**config.mk**
```make
export PLATFORM = sky130hd
export DESIGN_NAME = i2c_reg_arbiter
export DESIGN_NICKNAME = d
export VERILOG_FILES = /design/src/rtl/i2c_reg_arbiter_pkg.sv /design/src/rtl/i2c_sync_bit.sv /design/src/rtl/i2c_reg_arbiter.sv
export SDC_FILE = /design/constraint.sdc
export NUM_CORES = 1
export LEC_CHECK = 0
export ABC_CLOCK_PERIOD_IN_PS = 3300
export BUFFER_PORTS_ARGS = -buffer_cell sky130_fd_sc_hd__buf_4
export CAP_MARGIN = 20
export CELL_PAD_IN_SITES_DETAIL_PLACEMENT = 1
export CELL_PAD_IN_SITES_GLOBAL_PLACEMENT = 2
export CORE_ASPECT_RATIO = 0.7
export CORE_UTILIZATION = 32
export DETAILED_ROUTE_END_ITERATION = 16
export PLACE_DENSITY_LB_ADDON = 0.1
export SLEW_MARGIN = 25
export SYNTH_ARGS = -nofsm -noshare
export SYNTH_HDL_FRONTEND = slang
export SYNTH_HIERARCHICAL = 1
export SYNTH_SLANG_ARGS = --single-unit
```
**constraint.sdc**
```tcl
create_clock -name clk -period 3.3 [get_ports clk]
set_input_delay 0.33 -clock clk [delete_from_list [all_inputs] [get_ports clk]]
set_output_delay 0.33 -clock clk [all_outputs]
set_load 0.005 [all_outputs]
```
**src/rtl/i2c_reg_arbiter_pkg.sv**
```systemverilog
// Shared definitions for the I2C/local register arbiter: FSM encodings,
// grant identifiers and the value returned for out-of-range reads.
package i2c_reg_arbiter_pkg;

  typedef enum logic [1:0] {
    IDLE    = 2'd0,
    SERVE_A = 2'd1,
    SERVE_B = 2'd2
  } state_t;

  localparam logic [7:0] OOR_RDATA = 8'hFF;

  localparam logic GRANT_A = 1'b0;
  localparam logic GRANT_B = 1'b1;

  function automatic logic idx_in_range(input logic [7:0] idx, input int unsigned n);
    return 32'(idx) < n;
  endfunction

endpackage

```
**src/rtl/i2c_sync_bit.sv**
```systemverilog
// STAGES-deep flop chain bringing a single asynchronous level into the clk domain.
module i2c_sync_bit #(
  parameter int STAGES = 2
) (
  input  logic clk,
  input  logic rst_n,
  input  logic d,
  output logic q
);

  logic [STAGES-1:0] ff;

  always_ff @(posedge clk or negedge rst_n) begin
    if (!rst_n) ff <= '0;
    else        ff <= {ff[STAGES-2:0], d};
  end

  assign q = ff[STAGES-1];

endmodule

```
**src/rtl/i2c_reg_arbiter.sv**
```systemverilog
// Register bank shared by an asynchronous 4-phase I2C port (A) and a local
// valid/ready port (B). Define I2C_ARB_FIXED_PRIO_EN to give A every tie.
module i2c_reg_arbiter
  import i2c_reg_arbiter_pkg::*;
#(
  parameter int         NUM_REGS    = 4,
  parameter int         SYNC_STAGES = 2,
  parameter logic [7:0] RST_VAL     = 8'h00
) (
  input  logic                  clk,
  input  logic                  RST_N,
  input  logic                  a_req,
  input  logic                  a_we,
  input  logic [7:0]            a_addr,
  input  logic [7:0]            a_wdata,
  output logic                  a_ack,
  output logic [7:0]            a_rdata,
  output logic                  a_err,
  input  logic                  b_valid,
  input  logic                  b_we,
  input  logic [7:0]            b_addr,
  input  logic [7:0]            b_wdata,
  output logic                  b_ready,
  output logic [7:0]            b_rdata,
  output logic                  b_err,
  output logic [8*NUM_REGS-1:0] regs_flat,
  output state_t                dbg_state
);

  localparam int AW = (NUM_REGS > 1) ? $clog2(NUM_REGS) : 1;

  // Handshakes: port A is 4-phase (a_req high -> a_ack high -> a_req low ->
  // a_ack low), inputs held while a_req is high. Port B holds b_valid and its
  // inputs until b_ready pulses; b_valid in the b_ready cycle is not a new request.
  state_t         state, state_nxt;
  logic           a_req_s, a_busy, pend_a, pend_b;
  logic [7:0]     regs [NUM_REGS];
  logic           acc_en, acc_we, acc_ok;
  logic [7:0]     acc_addr, acc_wdata, acc_rd, acc_rval;
  logic [AW-1:0]  acc_idx;
`ifndef I2C_ARB_FIXED_PRIO_EN
  logic           last_grant;
`endif

  i2c_sync_bit #(.STAGES(SYNC_STAGES)) u_sync_a_req (
    .clk   (clk),
    .rst_n (RST_N),
    .d     (a_req),
    .q     (a_req_s)
  );

  assign pend_a    = a_req_s & ~a_busy;
  assign pend_b    = b_valid & ~b_ready;
  assign dbg_state = state;

  always_ff @(posedge clk or negedge RST_N) begin
    if (!RST_N) state <= IDLE;
    else        state <= state_nxt;
  end

  always_comb begin
    state_nxt = state;
    unique case (state)
      IDLE: begin
        if (pend_a && pend_b) begin
`ifdef I2C_ARB_FIXED_PRIO_EN
          state_nxt = SERVE_A;
`else
          state_nxt = (last_grant == GRANT_A) ? SERVE_B : SERVE_A;
`endif
        end else if (pend_a) begin
          state_nxt = SERVE_A;
        end else if (pend_b) begin
          state_nxt = SERVE_B;
        end
      end
      SERVE_A, SERVE_B: state_nxt = IDLE;
      default:          state_nxt = IDLE;
    endcase
  end

  // One access path, steered by whichever port holds the grant.
  always_comb begin
    acc_en    = (state == SERVE_A) || (state == SERVE_B);
    acc_we    = (state == SERVE_A) ? a_we    : b_we;
    acc_addr  = (state == SERVE_A) ? a_addr  : b_addr;
    acc_wdata = (state == SERVE_A) ? a_wdata : b_wdata;
  end

  assign acc_idx  = acc_addr[AW-1:0];
  assign acc_ok   = idx_in_range(acc_addr, NUM_REGS);
  assign acc_rd   = acc_ok ? regs[acc_idx] : OOR_RDATA;
  assign acc_rval = acc_we ? 8'h00 : acc_rd;

  always_ff @(posedge clk or negedge RST_N) begin
    if (!RST_N) begin
      for (int i = 0; i < NUM_REGS; i++) regs[i] <= RST_VAL;
    end else if (acc_en && acc_we && acc_ok) begin
      regs[acc_idx] <= acc_wdata;
    end
  end

  // Port A completion; release follows a_req_s independently of the FSM.
  always_ff @(posedge clk or negedge RST_N) begin
    if (!RST_N) begin
      a_ack   <= 1'b0;
      a_busy  <= 1'b0;
      a_err   <= 1'b0;
      a_rdata <= 8'h00;
    end else if (state == SERVE_A) begin
      a_ack   <= 1'b1;
      a_busy  <= 1'b1;
      a_err   <= ~acc_ok;
      a_rdata <= acc_rval;
    end else if (a_busy && !a_req_s) begin
      a_ack   <= 1'b0;
      a_busy  <= 1'b0;
      a_err   <= 1'b0;
    end
  end

  always_ff @(posedge clk or negedge RST_N) begin
    if (!RST_N) begin
      b_ready <= 1'b0;
      b_err   <= 1'b0;
      b_rdata <= 8'h00;
    end else begin
      b_ready <= (state == SERVE_B);
      if (state == SERVE_B) begin
        b_err   <= ~acc_ok;
        b_rdata <= acc_rval;
      end
    end
  end

`ifndef I2C_ARB_FIXED_PRIO_EN
  always_ff @(posedge clk or negedge RST_N) begin
    if (!RST_N)                 last_grant <= GRANT_B;
    else if (state == SERVE_A)  last_grant <= GRANT_A;
    else if (state == SERVE_B)  last_grant <= GRANT_B;
  end
`endif

  for (genvar g = 0; g < NUM_REGS; g++) begin : g_flat
    assign regs_flat[8*g +: 8] = regs[g];
  end

endmodule

```
==> flow_metrics.env <==
export IMPL_placeableCoreArea_mm2=0.007515
export IMPL_synth_seq_area_share_pct=55.99
export IMPL_avgRoutedWirePerCell_um=17.05
export IMPL_cp_slowest_cell="o22ai_2"
export IMPL_crit_path_end_kind="flip-flop"
export IMPL_synth_top_family_by_area="compound AO/OA/AOI/OAI gates"
export IMPL_path_cells="inv_1 > ha_1 > buf_4 > nand2_1 > o22ai_2 > o211ai_1 > buf_4 > nand2_1 > o21ai_0"
export IMPL_hold_class="in2async"
export IMPL_start_util_pct=33.93
export IMPL_clock_sinks=57
export IMPL_clock_skew_ns=0.008124
export IMPL_cts_tree="done"
export IMPL_grt_pass1_wl_um=12100
export IMPL_grt_max_degree=58
export IMPL_rsz0062_at_grt="no"
export IMPL_rows=26
export IMPL_placed_cells=420
export IMPL_finalSetupViolations=0
export IMPL_drive_gt1_share_pct=35.40
export IMPL_drc=0
export IMPL_p_int_mw=1.902
export IMPL_layout_common_cells="buf_4, dfrtp_1, o21ai_0"
export IMPL_detail_route_vias_per_cell=5.076
export IMPL_max_slew_margin_rel_pct=33.77
export IMPL_switching_power_uw=860.2
export IMPL_dr_pass1_iters=4
export IMPL_tightest_slew_ns=0.9899
export IMPL_r2r_start="dbg_state[1]"
export IMPL_fin_crit_ns=2.661
export IMPL_synth_mux_area_share_pct=7.556
export IMPL_worstPathMaxFanout=9
export IMPL_cts_clk_slew_worst_paths_ns=0.05
export IMPL_io_buffers=91
export IMPL_place_gp_congestion=0.7202
export IMPL_fin_crit_sh_pct=80.64
export IMPL_cts_buffer_depth=2
export IMPL_fin_cells=437
export IMPL_syn_area_per_cell_um2=10.71
export IMPL_leakagePower_nw=1.738
export IMPL_num_io_pins=92
export IMPL_dieArea_mm2=0.008335
export IMPL_synth_xor_area_share_pct=0
export IMPL_seq_power_share_pct=35.4
export IMPL_r2r_slack_ns=0.64
export IMPL_status="finished clean"
export IMPL_cp_required_ns=3.49
export IMPL_cts_htree_levels=3
export IMPL_gr_usage_all_layers_pct=19.44
export IMPL_ir_worst_vdd_mv=0.3885
export IMPL_cts_root_buf="clkbuf_16"
export IMPL_finalHoldViolCount=0
export IMPL_drv_cap=0
export IMPL_pwr_share_comb_pct=31.4
export IMPL_syn_area_mm2=0.002550
export IMPL_synth_warnings=6
export IMPL_hpwl_um=5417
export IMPL_drt_iter0_markers=64
export IMPL_cp_arrival_ns=2.85
export IMPL_start_kind="flip-flop"
export IMPL_synth_compound_area_share_pct=20.31
export IMPL_gr_total_overflow=0
export IMPL_worstSetupPathType="reg2reg"
export IMPL_wirelength_um=7453
export IMPL_final_common_cell="buf_4"
export IMPL_crit_path_max_incr_delay_ns=0.47
export IMPL_holdBufCountCts=0
export IMPL_post_cts_setup_buffers=0
export IMPL_netSwitchingFraction_pct=31.14
export IMPL_syn_to_final_growth_pct=42.79
export IMPL_synthDistinctLibCells=31
export IMPL_syn_inst=238
export IMPL_finalSetupTns_ns=0
export IMPL_die_x_um=108.7
export IMPL_antenna_found_initial=0
export IMPL_synthSimpleGateAreaFrac_pct=9.764
export IMPL_post_cts_resized=0
export IMPL_endpoint="regs_flat[28]"
export IMPL_rr_worst_depth=9
export IMPL_fmax_mhz=375.8
export IMPL_synth_adder_area_share_pct=1.472
export IMPL_synth_seq_cells=57
export IMPL_critPathLaunch="dbg_state[1]"
export IMPL_p_per_area_mw_per_mm2=758.7
export IMPL_grt_pass1_vias=2298
export IMPL_cts_inserted_buffers=9
export IMPL_layout_nets=375
export IMPL_vias=2218
export IMPL_syn_nets=279
export IMPL_dieHeight_um=76.69
export IMPL_p_clk_share_pct=33.2
export IMPL_insertion_delay_ns=0.33
export IMPL_ant_nets=0
export IMPL_num_antenna_cells=0
export IMPL_slew_violations=0
export IMPL_r2r_end="regs_flat[28]"
-- cell type report --
| type | instances | area, um^2 |
|---|---|---|
| repair buffers | 95 | 713.2 |
| multi-input cells | 149 | 997.2 |
| clock buffers | 11 | 242.7 |
| well taps | 98 | 122.6 |
| flip-flops and latches | 57 | 1428 |
| clock inverters | 5 | 55.05 |
| fillers | 845 | 3874 |
| inverters | 22 | 82.58 |
-- critical path, delay by kind of cell (launching register included) --
family / cells / cell delay, ns
buf+inv: 3 / 0.66
simple gates: 2 / 0.19
compound gates: 3 / 0.99
flops: 1 / 0.39
fa+ha+maj: 1 / 0.30
-- per-stage QoR --
step           total power, mW  util (%)  cell area (um^2)  hold slack [ns]  setup WS (ns)
3_5_place_dp             1.869     44.39              3336           0.3576         0.5992
4_1_cts                  2.796     48.35              3633           0.1001         0.5814
2_1_floorplan            1.419         -              2550          0.03441          1.291
3_3_place_gp             1.845     44.39              3336           0.3416         0.7612
5_1_grt                  2.929     48.45              3641           0.1059         0.4033
6_report                 2.763     48.45              3641          0.06776         0.6389
-- cells by family (layout without fill, tap and decap cells) --
kind of cell | count (synthesis) | count (layout)
AOI/OAI and AO/OA | 77 | 77
DFF | 57 | 57
and+or+nand+nor | 50 | 50
muxes | 19 | 19
buffers and inverters | 32 | 133
adders and majority gates | 3 | 3
-- layer usage --
metal | vias to the layer above | wire length (um) | share of wire (%) | track usage [%]
met1 | 1101 | 3453 | 46 | 25.83
li1 | 1037 | - | - | -
met3 | 11 | 452 | 6.1 | 5.867
met4 | 0 | 86 | 1.2 | 5.811
met5 | - | 0 | 0 | 0
met2 | 69 | 3461 | 46 | 30.38
-- state kept, by name (all words and copies together), names as in the netlist --
register and flops:
a_ack 1, a_err 1, a_rdata 8, b_err 1, b_rdata 8, b_ready 1
dbg_state 2, last_grant 1, regs_flat 32, u_sync_a_req/ff 2
-- cell usage after synthesis, drive strengths merged --
master,count,area share [%]
inv,22,3.2
a22o,17,5.8
a32oi,1,0.34
a21boi,1,0.29
nor3,8,1.6
mux2,2,0.88
a21o,1,0.29
o22ai,10,2.9
nand2b,5,1.2
dfstp,1,1.0
mux2i,17,6.7
or4,1,0.29
clkbuf,3,0.44
and2,1,0.25
buf,7,1.2
dfrtp,56,55
o32ai,2,1.3
and3,1,0.25
nor4,2,1.1
a21oi,8,1.6
nor2,3,0.74
o21ai,34,6.7
nor2b,1,0.25
o211ai,3,1.1
nand2,28,4.1
ha,3,1.5
-- how the worst min path moves through the flow --
stage / endpoint / from / slack, ns
global route: u_sync_a_req/ff[0] / a_req / 0.11
finish: b_rdata[5] / RST_N / 0.07
CTS: a_rdata[4] / RST_N / 0.10
floorplan: a_ack / RST_N / 0.03
detailed placement: u_sync_a_req/ff[1] / u_sync_a_req/ff[0] / 0.36
global placement: u_sync_a_req/ff[1] / u_sync_a_req/ff[0] / 0.34
-- power by group through the flow --
stage	sequential (mW)	combinational, mW	clock, mW
floorplan	0.982	0.438	0
global placement	0.988	0.857	0
detailed placement	0.990	0.879	0
CTS	0.981	0.884	0.932
global route	0.997	0.964	0.967
finish	0.977	0.867	0.918
Power figures use the tool's default switching activity.
